<file path="src/rtl/ps2_receive_pkg.sv">
// -----------------------------------------------------------------------------
// ps2_receive_pkg
// Shared definitions for the PS/2 device-to-host receiver:
//   - receiver state codes
//   - error cause codes reported on errCode
//   - PS/2 frame geometry (start + 8 data + parity + stop = 11 bits)
//   - odd-parity helper
// No ports; imported by ps2_receive and ps2_line_filter.
// -----------------------------------------------------------------------------
package ps2_receive_pkg;

    typedef enum logic [1:0] {
        ST_RX_IDLE  = 2'd0,
        ST_RX_RECV  = 2'd1,
        ST_RX_CHECK = 2'd2
    } rx_state_t;

    localparam logic [1:0] ERR_START   = 2'b00;
    localparam logic [1:0] ERR_PARITY  = 2'b01;
    localparam logic [1:0] ERR_STOP    = 2'b10;
    localparam logic [1:0] ERR_TIMEOUT = 2'b11;

    localparam int PS2_FRAME_LEN = 11;

    // Bit index within the frame (start bit = 0) as counted by nbits.
    localparam logic [3:0] PARITY_BIT_IDX = 4'(PS2_FRAME_LEN - 2);
    localparam logic [3:0] STOP_BIT_IDX   = 4'(PS2_FRAME_LEN - 1);

    // Odd parity holds when the 8 data bits plus the parity bit contain
    // an odd number of ones.
    function automatic logic odd_parity_ok(input logic [8:0] bits);
        return ^bits;
    endfunction

endpackage

</file>
<file path="src/rtl/ps2_line_filter.sv">
// -----------------------------------------------------------------------------
// ps2_line_filter
// 2-FF synchroniser followed by a glitch filter for one PS/2 line.
// The filtered value changes only after FILTER_LEN consecutive synchronised
// samples that differ from it.
// Ports:
//   qzt_clk  in  system clock
//   reset    in  synchronous active-high reset (line loads 1, bus idle-high)
//   din      in  raw asynchronous pin
//   dout     out filtered line value
// -----------------------------------------------------------------------------
module ps2_line_filter
    import ps2_receive_pkg::*;
#(
    parameter int FILTER_LEN = 8
) (
    input  logic qzt_clk,
    input  logic reset,
    input  logic din,
    output logic dout
);

    localparam int CW = (FILTER_LEN > 1) ? $clog2(FILTER_LEN) : 1;
    localparam logic [CW-1:0] CNT_LAST = CW'(FILTER_LEN - 1);

    logic          r_sync1;
    logic          r_sync2;
    logic          r_filt;
    logic [CW-1:0] r_cnt;
    logic          w_flip;

    // The FILTER_LEN-th differing sample is sitting in r_sync2 right now.
    assign w_flip = (r_sync2 != r_filt) && (r_cnt == CNT_LAST);

    // dout shows the new level in the same cycle the flip is decided, so the
    // consumer's registers change on the same edge as r_filt; this keeps the
    // pin-to-state latency at 2 + FILTER_LEN cycles.
    assign dout = w_flip ? r_sync2 : r_filt;

    always_ff @(posedge qzt_clk) begin
        if (reset) begin
            r_sync1 <= 1'b1;
            r_sync2 <= 1'b1;
            r_filt  <= 1'b1;
            r_cnt   <= '0;
        end else begin
            r_sync1 <= din;
            r_sync2 <= r_sync1;
            if (r_sync2 == r_filt) begin
                r_cnt <= '0;
            end else if (w_flip) begin
                r_filt <= r_sync2;
                r_cnt  <= '0;
            end else begin
                r_cnt <= r_cnt + 1'b1;
            end
        end
    end

endmodule

</file>
<file path="src/rtl/ps2_receive.sv">
// -----------------------------------------------------------------------------
// ps2_receive
// PS/2 device-to-host receiver. Frames: start(0), 8 data bits LSB first,
// odd parity, stop(1). Data is sampled on each falling edge of the filtered
// PS/2 clock.
// Ports:
//   qzt_clk  in   system clock (only clock)
//   reset    in   synchronous active-high reset
//   PS2C     in   raw PS/2 clock pin (asynchronous)
//   PS2D     in   raw PS/2 data pin (asynchronous)
//   inhibit  in   host sender owns the bus; receiver forced idle and silent
//   data     out  last good byte, held until the next good frame
//   valid    out  1-cycle strobe: data updated
//   err      out  1-cycle strobe: frame rejected
//   errCode  out  cause of last err (00 start, 01 parity, 10 stop, 11 timeout)
//   busy     out  frame in progress
// -----------------------------------------------------------------------------
module ps2_receive
    import ps2_receive_pkg::*;
#(
    parameter int FILTER_LEN  = 8,
    parameter int TIMEOUT_CYC = 10000
) (
    input  logic       qzt_clk,
    input  logic       reset,
    input  logic       PS2C,
    input  logic       PS2D,
    input  logic       inhibit,
    output logic [7:0] data,
    output logic       valid,
    output logic       err,
    output logic [1:0] errCode,
    output logic       busy
);

    localparam int TO_W = $clog2(TIMEOUT_CYC + 1);
    localparam logic [TO_W-1:0] TO_LAST = TO_W'(TIMEOUT_CYC - 1);
    localparam logic [TO_W-1:0] TO_MAX  = TO_W'(TIMEOUT_CYC);

    // ------------------------------------------------------------------
    // Input conditioning: index 0 = clock line, index 1 = data line
    // ------------------------------------------------------------------
    logic [1:0] w_raw;
    logic [1:0] w_filt;
    logic       w_ps2c;
    logic       w_ps2d;

    assign w_raw = {PS2D, PS2C};

    generate
        for (genvar gi = 0; gi < 2; gi++) begin : g_line
            ps2_line_filter #(
                .FILTER_LEN (FILTER_LEN)
            ) u_filter (
                .qzt_clk (qzt_clk),
                .reset   (reset),
                .din     (w_raw[gi]),
                .dout    (w_filt[gi])
            );
        end
    endgenerate

    assign w_ps2c = w_filt[0];
    assign w_ps2d = w_filt[1];

    // ------------------------------------------------------------------
    // Fall event detection; ignored entirely while the sender owns the bus
    // ------------------------------------------------------------------
    logic r_ps2c_prev;
    logic w_fall;

    assign w_fall = r_ps2c_prev & ~w_ps2c & ~inhibit;

    // ------------------------------------------------------------------
    // Registers
    // ------------------------------------------------------------------
    rx_state_t       r_state;
    rx_state_t       w_state_next;
    logic [3:0]      r_nbits;
    logic [8:0]      r_shift;
    logic            r_stop;
    logic [TO_W-1:0] r_to_cnt;
    logic            w_timeout;

    logic [7:0]      r_data;
    logic            r_valid;
    logic            r_err;
    logic [1:0]      r_err_code;

    logic [7:0]      w_data_next;
    logic            w_valid_next;
    logic            w_err_next;
    logic [1:0]      w_err_code_next;

    assign w_timeout = (r_to_cnt >= TO_LAST);

    // ------------------------------------------------------------------
    // FSM: state register
    // ------------------------------------------------------------------
    always_ff @(posedge qzt_clk) begin
        if (reset) begin
            r_state <= ST_RX_IDLE;
        end else begin
            r_state <= w_state_next;
        end
    end

    // ------------------------------------------------------------------
    // FSM: next-state logic
    // ------------------------------------------------------------------
    always_comb begin
        w_state_next = r_state;
        if (inhibit) begin
            w_state_next = ST_RX_IDLE;
        end else begin
            case (r_state)
                ST_RX_IDLE: begin
                    if (w_fall && !w_ps2d) begin
                        w_state_next = ST_RX_RECV;
                    end
                end
                ST_RX_RECV: begin
                    // A fall on the timeout cycle wins: the frame continues.
                    if (w_fall) begin
                        if (r_nbits == STOP_BIT_IDX) begin
                            w_state_next = ST_RX_CHECK;
                        end
                    end else if (w_timeout) begin
                        w_state_next = ST_RX_IDLE;
                    end
                end
                ST_RX_CHECK: begin
                    w_state_next = ST_RX_IDLE;
                end
                default: begin
                    w_state_next = ST_RX_IDLE;
                end
            endcase
        end
    end

    // ------------------------------------------------------------------
    // FSM: output logic (strobes and data are registered below)
    // ------------------------------------------------------------------
    always_comb begin
        w_data_next     = r_data;
        w_valid_next    = 1'b0;
        w_err_next      = 1'b0;
        w_err_code_next = r_err_code;
        if (!inhibit) begin
            case (r_state)
                ST_RX_IDLE: begin
                    if (w_fall && w_ps2d) begin
                        w_err_next      = 1'b1;
                        w_err_code_next = ERR_START;
                    end
                end
                ST_RX_RECV: begin
                    if (!w_fall && w_timeout) begin
                        w_err_next      = 1'b1;
                        w_err_code_next = ERR_TIMEOUT;
                    end
                end
                ST_RX_CHECK: begin
                    // Stop bit is judged before parity.
                    if (!r_stop) begin
                        w_err_next      = 1'b1;
                        w_err_code_next = ERR_STOP;
                    end else if (!odd_parity_ok(r_shift)) begin
                        w_err_next      = 1'b1;
                        w_err_code_next = ERR_PARITY;
                    end else begin
                        w_valid_next = 1'b1;
                        w_data_next  = r_shift[7:0];
                    end
                end
                default: begin
                end
            endcase
        end
    end

    always_ff @(posedge qzt_clk) begin
        if (reset) begin
            r_data     <= '0;
            r_valid    <= 1'b0;
            r_err      <= 1'b0;
            r_err_code <= ERR_START;
        end else begin
            r_data     <= w_data_next;
            r_valid    <= w_valid_next;
            r_err      <= w_err_next;
            r_err_code <= w_err_code_next;
        end
    end

    // ------------------------------------------------------------------
    // Datapath: bit counter, shift register, stop bit, timeout counter
    // ------------------------------------------------------------------
    always_ff @(posedge qzt_clk) begin
        if (reset) begin
            r_ps2c_prev <= 1'b1;
            r_nbits     <= '0;
            r_shift     <= '0;
            r_stop      <= 1'b0;
            r_to_cnt    <= '0;
        end else begin
            r_ps2c_prev <= w_ps2c;
            if (inhibit) begin
                r_nbits  <= '0;
                r_to_cnt <= '0;
            end else begin
                case (r_state)
                    ST_RX_IDLE: begin
                        r_to_cnt <= '0;
                        r_nbits  <= (w_fall && !w_ps2d) ? 4'd1 : 4'd0;
                    end
                    ST_RX_RECV: begin
                        if (w_fall) begin
                            r_to_cnt <= '0;
                            r_nbits  <= r_nbits + 4'd1;
                            // Right shift: after bits 1..9 the first data
                            // bit lands in [0] and parity in [8].
                            if (r_nbits <= PARITY_BIT_IDX) begin
                                r_shift <= {w_ps2d, r_shift[8:1]};
                            end else begin
                                r_stop <= w_ps2d;
                            end
                        end else if (r_to_cnt != TO_MAX) begin
                            r_to_cnt <= r_to_cnt + 1'b1;
                        end
                    end
                    default: begin
                        r_nbits  <= '0;
                        r_to_cnt <= '0;
                    end
                endcase
            end
        end
    end

    assign data    = r_data;
    assign valid   = r_valid;
    assign err     = r_err;
    assign errCode = r_err_code;
    assign busy    = (r_state != ST_RX_IDLE);

endmodule

</file>
<file path="config.mk">
export PLATFORM = sky130hd
export DESIGN_NAME = ps2_receive
export DESIGN_NICKNAME = d
export VERILOG_FILES = /design/src/rtl/ps2_receive_pkg.sv /design/src/rtl/ps2_line_filter.sv /design/src/rtl/ps2_receive.sv
export SDC_FILE = /design/constraint.sdc
export NUM_CORES = 1
export LEC_CHECK = 0
export CELL_PAD_IN_SITES_DETAIL_PLACEMENT = 1
export CELL_PAD_IN_SITES_GLOBAL_PLACEMENT = 1
export CORE_MARGIN = 1.5
export CORE_UTILIZATION = 41
export DETAILED_ROUTE_END_ITERATION = 8
export PLACE_DENSITY = 0.85
export SLEW_MARGIN = 40
export SYNTH_ARGS = -nofsm -noshare
export SYNTH_HDL_FRONTEND = slang
export SYNTH_SLANG_ARGS = --single-unit
</file>
<file path="constraint.sdc">
create_clock -name qzt_clk -period 2 [get_ports qzt_clk]
set_input_delay 0.5 -clock qzt_clk [delete_from_list [all_inputs] [get_ports qzt_clk]]
set_output_delay 0.5 -clock qzt_clk [all_outputs]
set_load 0.1 [all_outputs]
</file>
After elaboration in Yosys (flattened, before gate mapping)

Index checks and enable logic that the tools add are counted.

Eq/ne operators: 17
Muxes and demuxes: 21
Magnitude comparators: 2
Reduce and logical (&&, ||, !) cells: 21
Add/subtract/negate cells: 4
Bitwise operators: 8

Operator list:

| kind                  | number |
|---|---|
| $mux 2                | 8 |
| $add 14x1->14 const B | 1 |
| $ge 14x14->1 const B  | 1 |
| $ne 14x14->1 const B  | 1 |
| $reduce_and 4->1      | 3 |
| $ne 3x3->1 const B    | 3 |
| $reduce_xor 9->1      | 1 |
| $mux 1                | 8 |
| $ne 2x2->1 const B    | 4 |
| $pmux 4 s2            | 1 |
| $reduce_or 4->1       | 2 |
| $add 3x1->3 const B   | 2 |
| $eq 3x3->1 const B    | 2 |
| $not 1->1             | 6 |
| $pmux 2 s3            | 1 |
| $reduce_or 3->1       | 2 |
| $logic_and 1x1->1     | 5 |
| $reduce_and 5->1      | 1 |
| $add 4x1->4 const B   | 1 |
| $eq 4x4->1 const B    | 1 |
| $le 4x4->1 const B    | 1 |
| $mux 4                | 1 |
| $pmux 2 s2            | 1 |
| $pmux 1 s3            | 1 |
| other kinds (11)      | 15 |

Output and inout port bits: 13
Register bits: 55
Word-level logic and storage cells: 91

Longest topological paths before layout

Depth in word-level cells: 10
Depth in mapped cells: 8
Mapped depth without buffers: 7

Cells and area by module

A second synthesis with hierarchy kept.

Cell total of the unflattened synthesis: 260
Area, all modules: 2533.7 um^2

Modules (own cells, without submodules):

| module          | seq. area each (um^2) | instances | area an instance (um^2) | cells each |
|---|---|---|---|---|
| ps2_receive     | 860.8                 | 1         | 2110.8                  | 228 |
| ps2_line_filter | 120.1                 | 2         | 211.5                   | 16 |

Worst setup path after synthesis

No wires, ideal clock.

Kind: register -> register
Start: reg r_state[0]
End: reg r_err_code[1] (netlist: errCode[1])
Clock period less this slack: 2.357 ns
Path buffers: 0
Path slack: -0.357 ns
Required time: 1.929 ns
Stages on the path, launching flop included: 8
Library setup time: 0.071 ns
Arrival: 2.286 ns
Cell sequence: dfxtp_1 -> inv_1 -> ha_1 -> inv_1 -> a31oi_1 -> or3_1 -> or4_1 -> a21oi_1

Longest elaborated chain between the ends: 3

RTL lines:

| element                                                   | RTL line           | source |
|---|---|---|
| start: declaration                                        | ps2_receive.sv:77  | `rx_state_t r_state;` |
| start signal: assignment                                  | ps2_receive.sv:104 | `r_state <= w_state_next;` |
| $eq 2x2->1, or another cell as far along                  | ps2_receive.sv:151 | `case (r_state)` |
| $ne 3x3->1 (no source line), or another cell as far along | --                 |  |
| $reduce_and 5->1 (no source line)                         | --                 |  |
| end signal: assignment                                    | ps2_receive.sv:193 | `r_err_code <= w_err_code_next;` |
| end: declaration                                          | ps2_receive.sv:88  | `logic [1:0] r_err_code;` |

Parallel ways exist; a longest one is shown, timed or not.
A chain may end at the register's enable or synchronous reset.

Final worst setup path

Start: reg g_line[0].u_filter.r_cnt[0]
End: reg r_err (netlist: err)

Longest elaborated chain between the ends: 10

RTL lines:

| element                     | RTL line              | source |
|---|---|---|
| start: declaration          | ps2_line_filter.sv:29 | `logic [CW-1:0] r_cnt;` |
| start signal: assignment    | ps2_line_filter.sv:55 | `r_cnt <= r_cnt + 1'b1;` |
| $eq 3x3->1 *                | ps2_line_filter.sv:33 | `assign w_flip = (r_sync2 != r_filt) && (r_cnt == CNT_LAST);` |
| $logic_and 1x1->1 *         | ps2_line_filter.sv:33 |  |
| $mux 1 *                    | ps2_line_filter.sv:38 | `assign dout = w_flip ? r_sync2 : r_filt;` |
| $not 1->1 *                 | ps2_receive.sv:72     | `assign w_fall = r_ps2c_prev & ~w_ps2c & ~inhibit;` |
| $and 1x1->1 * (2 in series) | ps2_receive.sv:72     |  |
| $logic_not 1->1             | ps2_receive.sv:159    | `if (!w_fall && w_timeout) begin` |
| $logic_and 1x1->1           | ps2_receive.sv:159    |  |
| $mux 1                      | ps2_receive.sv:159    |  |
| $pmux 1 s3 *                | ps2_receive.sv:151    |  |
| end signal: assignment      | ps2_receive.sv:192    | `r_err <= w_err_next;` |
| end: declaration            | ps2_receive.sv:87     | `logic r_err;` |

Every way passes the cells marked *; elsewhere a longest branch is shown, timed or not.

==> out/metrics.yaml <==
sta:
  setup_violations: 4
  skew_ps: 3.962
  max_freq_ghz: 0.4758
  slew_headroom_pct: 68.19
  hold_viol_final: 0
  period_needed_ps: 2102
  grt_setup_unrepaired: "true"
  worst_slack_ps: -101.6
  fin_setup_tns_ps: -248.0
  worst_pin_slew_ps: 473.1
  fin_crit_sh_pct: 105.1
  slew_violations: 0
power_and_ir_drop:
  leakagePower_nw: 1.347
  p_sw_share_pct: 22.29
  pwr-share-seq_pct: 60.9
  powerDensity_nw_per_um2: 538.9
  p_clk_share_pct: 36.6
  p_sw_uw: 403.3
  combPwrFrac_pct: 2.5
  peakVddDrop_v: 0.0003980
  p_int_mw: 1.406
  power_mw: 1.810
clock_network:
  cts_tree: "built"
  cts_buffers: 5
  clock_latency_ps: 310
  ctsHoldBuffers: 0
  htreeDepth: 2
  clkSinkCount: 55
  clock_path_buffers: 2
  path_clk_slew_ps: 100
  clockRootBuffer: "clkbuf_8"
route:
  vias: 2150
  routedWlPerCell_um: 17.39
  first_iter_violations: 58
  viasPerCell: 5.429
  first_pass_iters: 4
  wirelength_um: 6887
  drc: 0
  antenna_left: 0
job:
  cap_violations: 0
yosys:
  syn_inst: 263
  synth_ff_type: "dfxtp_1"
  synth_area_um2: 2511
  synth_edf_count: 0
  ys_seq_elements: 55
  synth_cell_type_count: 41
  avgSynthCellArea_um2: 9.548
  synth_nets: 282
  synth_seq_area_share_pct: 43.85
  ys_warn_count: 0
  async_reset_ff_share_pct: 0
floorplan:
  dieArea_um2: 6603
  row_count: 28
  initial_core_util_pct: 42.41
  dieHeight_um: 81.26
  die_w_um: 81.26
  io_pins: 18
  coreArea_um2: 5921
place:
  dpl.cell_count: 380
  port_buffers: 17
  placed_area_um2: 3037
  hpwl_um: 4432
  place.gp.congestion: 0.8621
grt:
  grt_pass1_vias: 2180
  antenna_found_initial: 0
  grt_usage_pct: 20.53
  grt_pass1_wl_um: 10250
  grt_max_degree: 26
  grt-ovfl-total: 0
worst_setup_path:
  criticalPathCategory: "reg2reg"
  crit_arrival_ps: 2320
  critical_path.endpoint_type: "flip-flop"
  crit_fanout: 10
  worstSetupStartpointType: "flip-flop"
  cp.required_ps: 2220
layout:
  final_area_um2: 3358
  fillers: 662
  final_cell_count_no_fill: 396
  final_cell_mix: "dfxtp_1 (51), buf_4 (47), nor2_1 (39)"
  final_common_cell: "dfxtp_1"
  drive_gt1_share_pct: 29.91
  syn_to_final_growth_pct: 33.73
  finalNetCount: 339
  diodes: 0
  fin_util_pct: 56.72
outcome:
  status: "finished, violations left"
  violations: "negative setup slack"
worst_hold_path:
  holdCritPathClass: "reg2reg"
-- path summary, 6_finish.rpt --
kind                                     from                    endpoint  slack [ps]  depth (start not counted)
hold / removal     g_line[1].u_filter.r_sync1  g_line[1].u_filter.r_sync2         420                          1
hold reg to reg    g_line[1].u_filter.r_sync1  g_line[1].u_filter.r_sync2         420                          1
setup / recovery  g_line[0].u_filter.r_cnt[0]                         err        -100                          8
setup reg to reg  g_line[0].u_filter.r_cnt[0]                         err        -100                          8
-- per-layer routing --
layer / GRT usage (%) / part of all wire, %
met1: 22.56 / 41
met2: 39.09 / 54
met3: 3.708 / 3.1
met4: 6.724 / 1.9
met5: 0 / 0
-- critical path: stages, from the launching register on --
cell and delay [ps]:
dfxtp_2 350, ha_4 160, ha_4 170, mux2_2 270, nor2_4 60, buf_4 170
nor4b_1 440, a31oi_1 120, a211oi_2 270
-- cells in the mapped netlist, types with 3 or more instances --
cell / instances / area (um^2)
and3_1: 5 / 31.28
and2_1: 4 / 25.02
dfxtp_1: 55 / 1101
inv_1: 11 / 41.29
nand4_1: 8 / 50.05
or3_1: 4 / 25.02
nor3_1: 5 / 25.02
mux2i_1: 20 / 200.2
o31ai_1: 3 / 22.52
nand2_1: 10 / 37.54
a21oi_1: 6 / 30.03
nand2b_1: 4 / 25.02
or2_2: 6 / 37.54
o21ai_0: 7 / 35.03
nor2_1: 40 / 150.1
or4_1: 4 / 30.03
nor4_1: 3 / 18.77
nand3_1: 4 / 20.02
xor2_1: 11 / 96.34
xnor2_1: 7 / 61.31
clkbuf_1: 8 / 30.03
ha_1: 14 / 175.2
-- power groups by stage --
stage / clock, mW / sequential, mW / combinational (mW)
CTS: 0.682 / 1.10 / 0.0437
finish: 0.662 / 1.10 / 0.0449
global route: 0.719 / 1.10 / 0.0479
floorplan: 0 / 1.13 / 0.0187
global placement: 0 / 1.13 / 0.0390
detailed placement: 0 / 1.13 / 0.0410
-- cells by family (layout without fill, tap and decap cells) --
group,count (synthesis),after routing,share of synthesized area (%)
DFF,55,55,43.85
AOI/OAI and AO/OA,25,25,6.378
adders and majority gates,14,14,6.976
muxes,24,24,10.01
and+or+nand+nor,106,106,21.77
xor gates and xnor gates,20,20,8.171
buffers and inverters,19,77,2.840
-- timing repair --
item | in CTS | in global routing
pin swaps | 9 | 3
endpoints found under the setup margin | 20 | 18
resized for setup | 18 | 11
setup buffers | 7 | 1
-- metrics by stage --
step / setup WS, ps / hold slack, ps
detailed placement: -278.5 / 405.0
finish: -101.6 / 424.0
global route: -173.0 / 438.7
global placement: -196.6 / 392.2
CTS: -118.1 / 429.4
floorplan: -41.79 / 389.5
-- layout make-up --
class	instances	area, um^2	share of cell area [%]
tap	75	93.84	2.794
multi-input combinational	189	1494	44.49
sequential	55	1106	32.94
clock buffer	7	86.33	2.571
timing repair buffer	58	524.3	15.61
inverter	11	45.04	1.341
clock inverter	1	8.758	0.2608
-- registers in the layout, summed over array words and instances, names as in the netlist --
| register | count |
|---|---|
| data | 8 |
| err | 1 |
| errCode | 2 |
| g_line.u_filter.r_cnt | 6 |
| g_line.u_filter.r_filt | 2 |
| g_line.u_filter.r_sync1 | 2 |
| g_line.u_filter.r_sync2 | 2 |
| r_nbits | 4 |
| r_ps2c_prev | 1 |
| r_shift | 9 |
| r_state | 2 |
| r_stop | 1 |
| r_to_cnt | 14 |
| valid | 1 |
No activity file was read; power rests on OpenSTA's default activity.
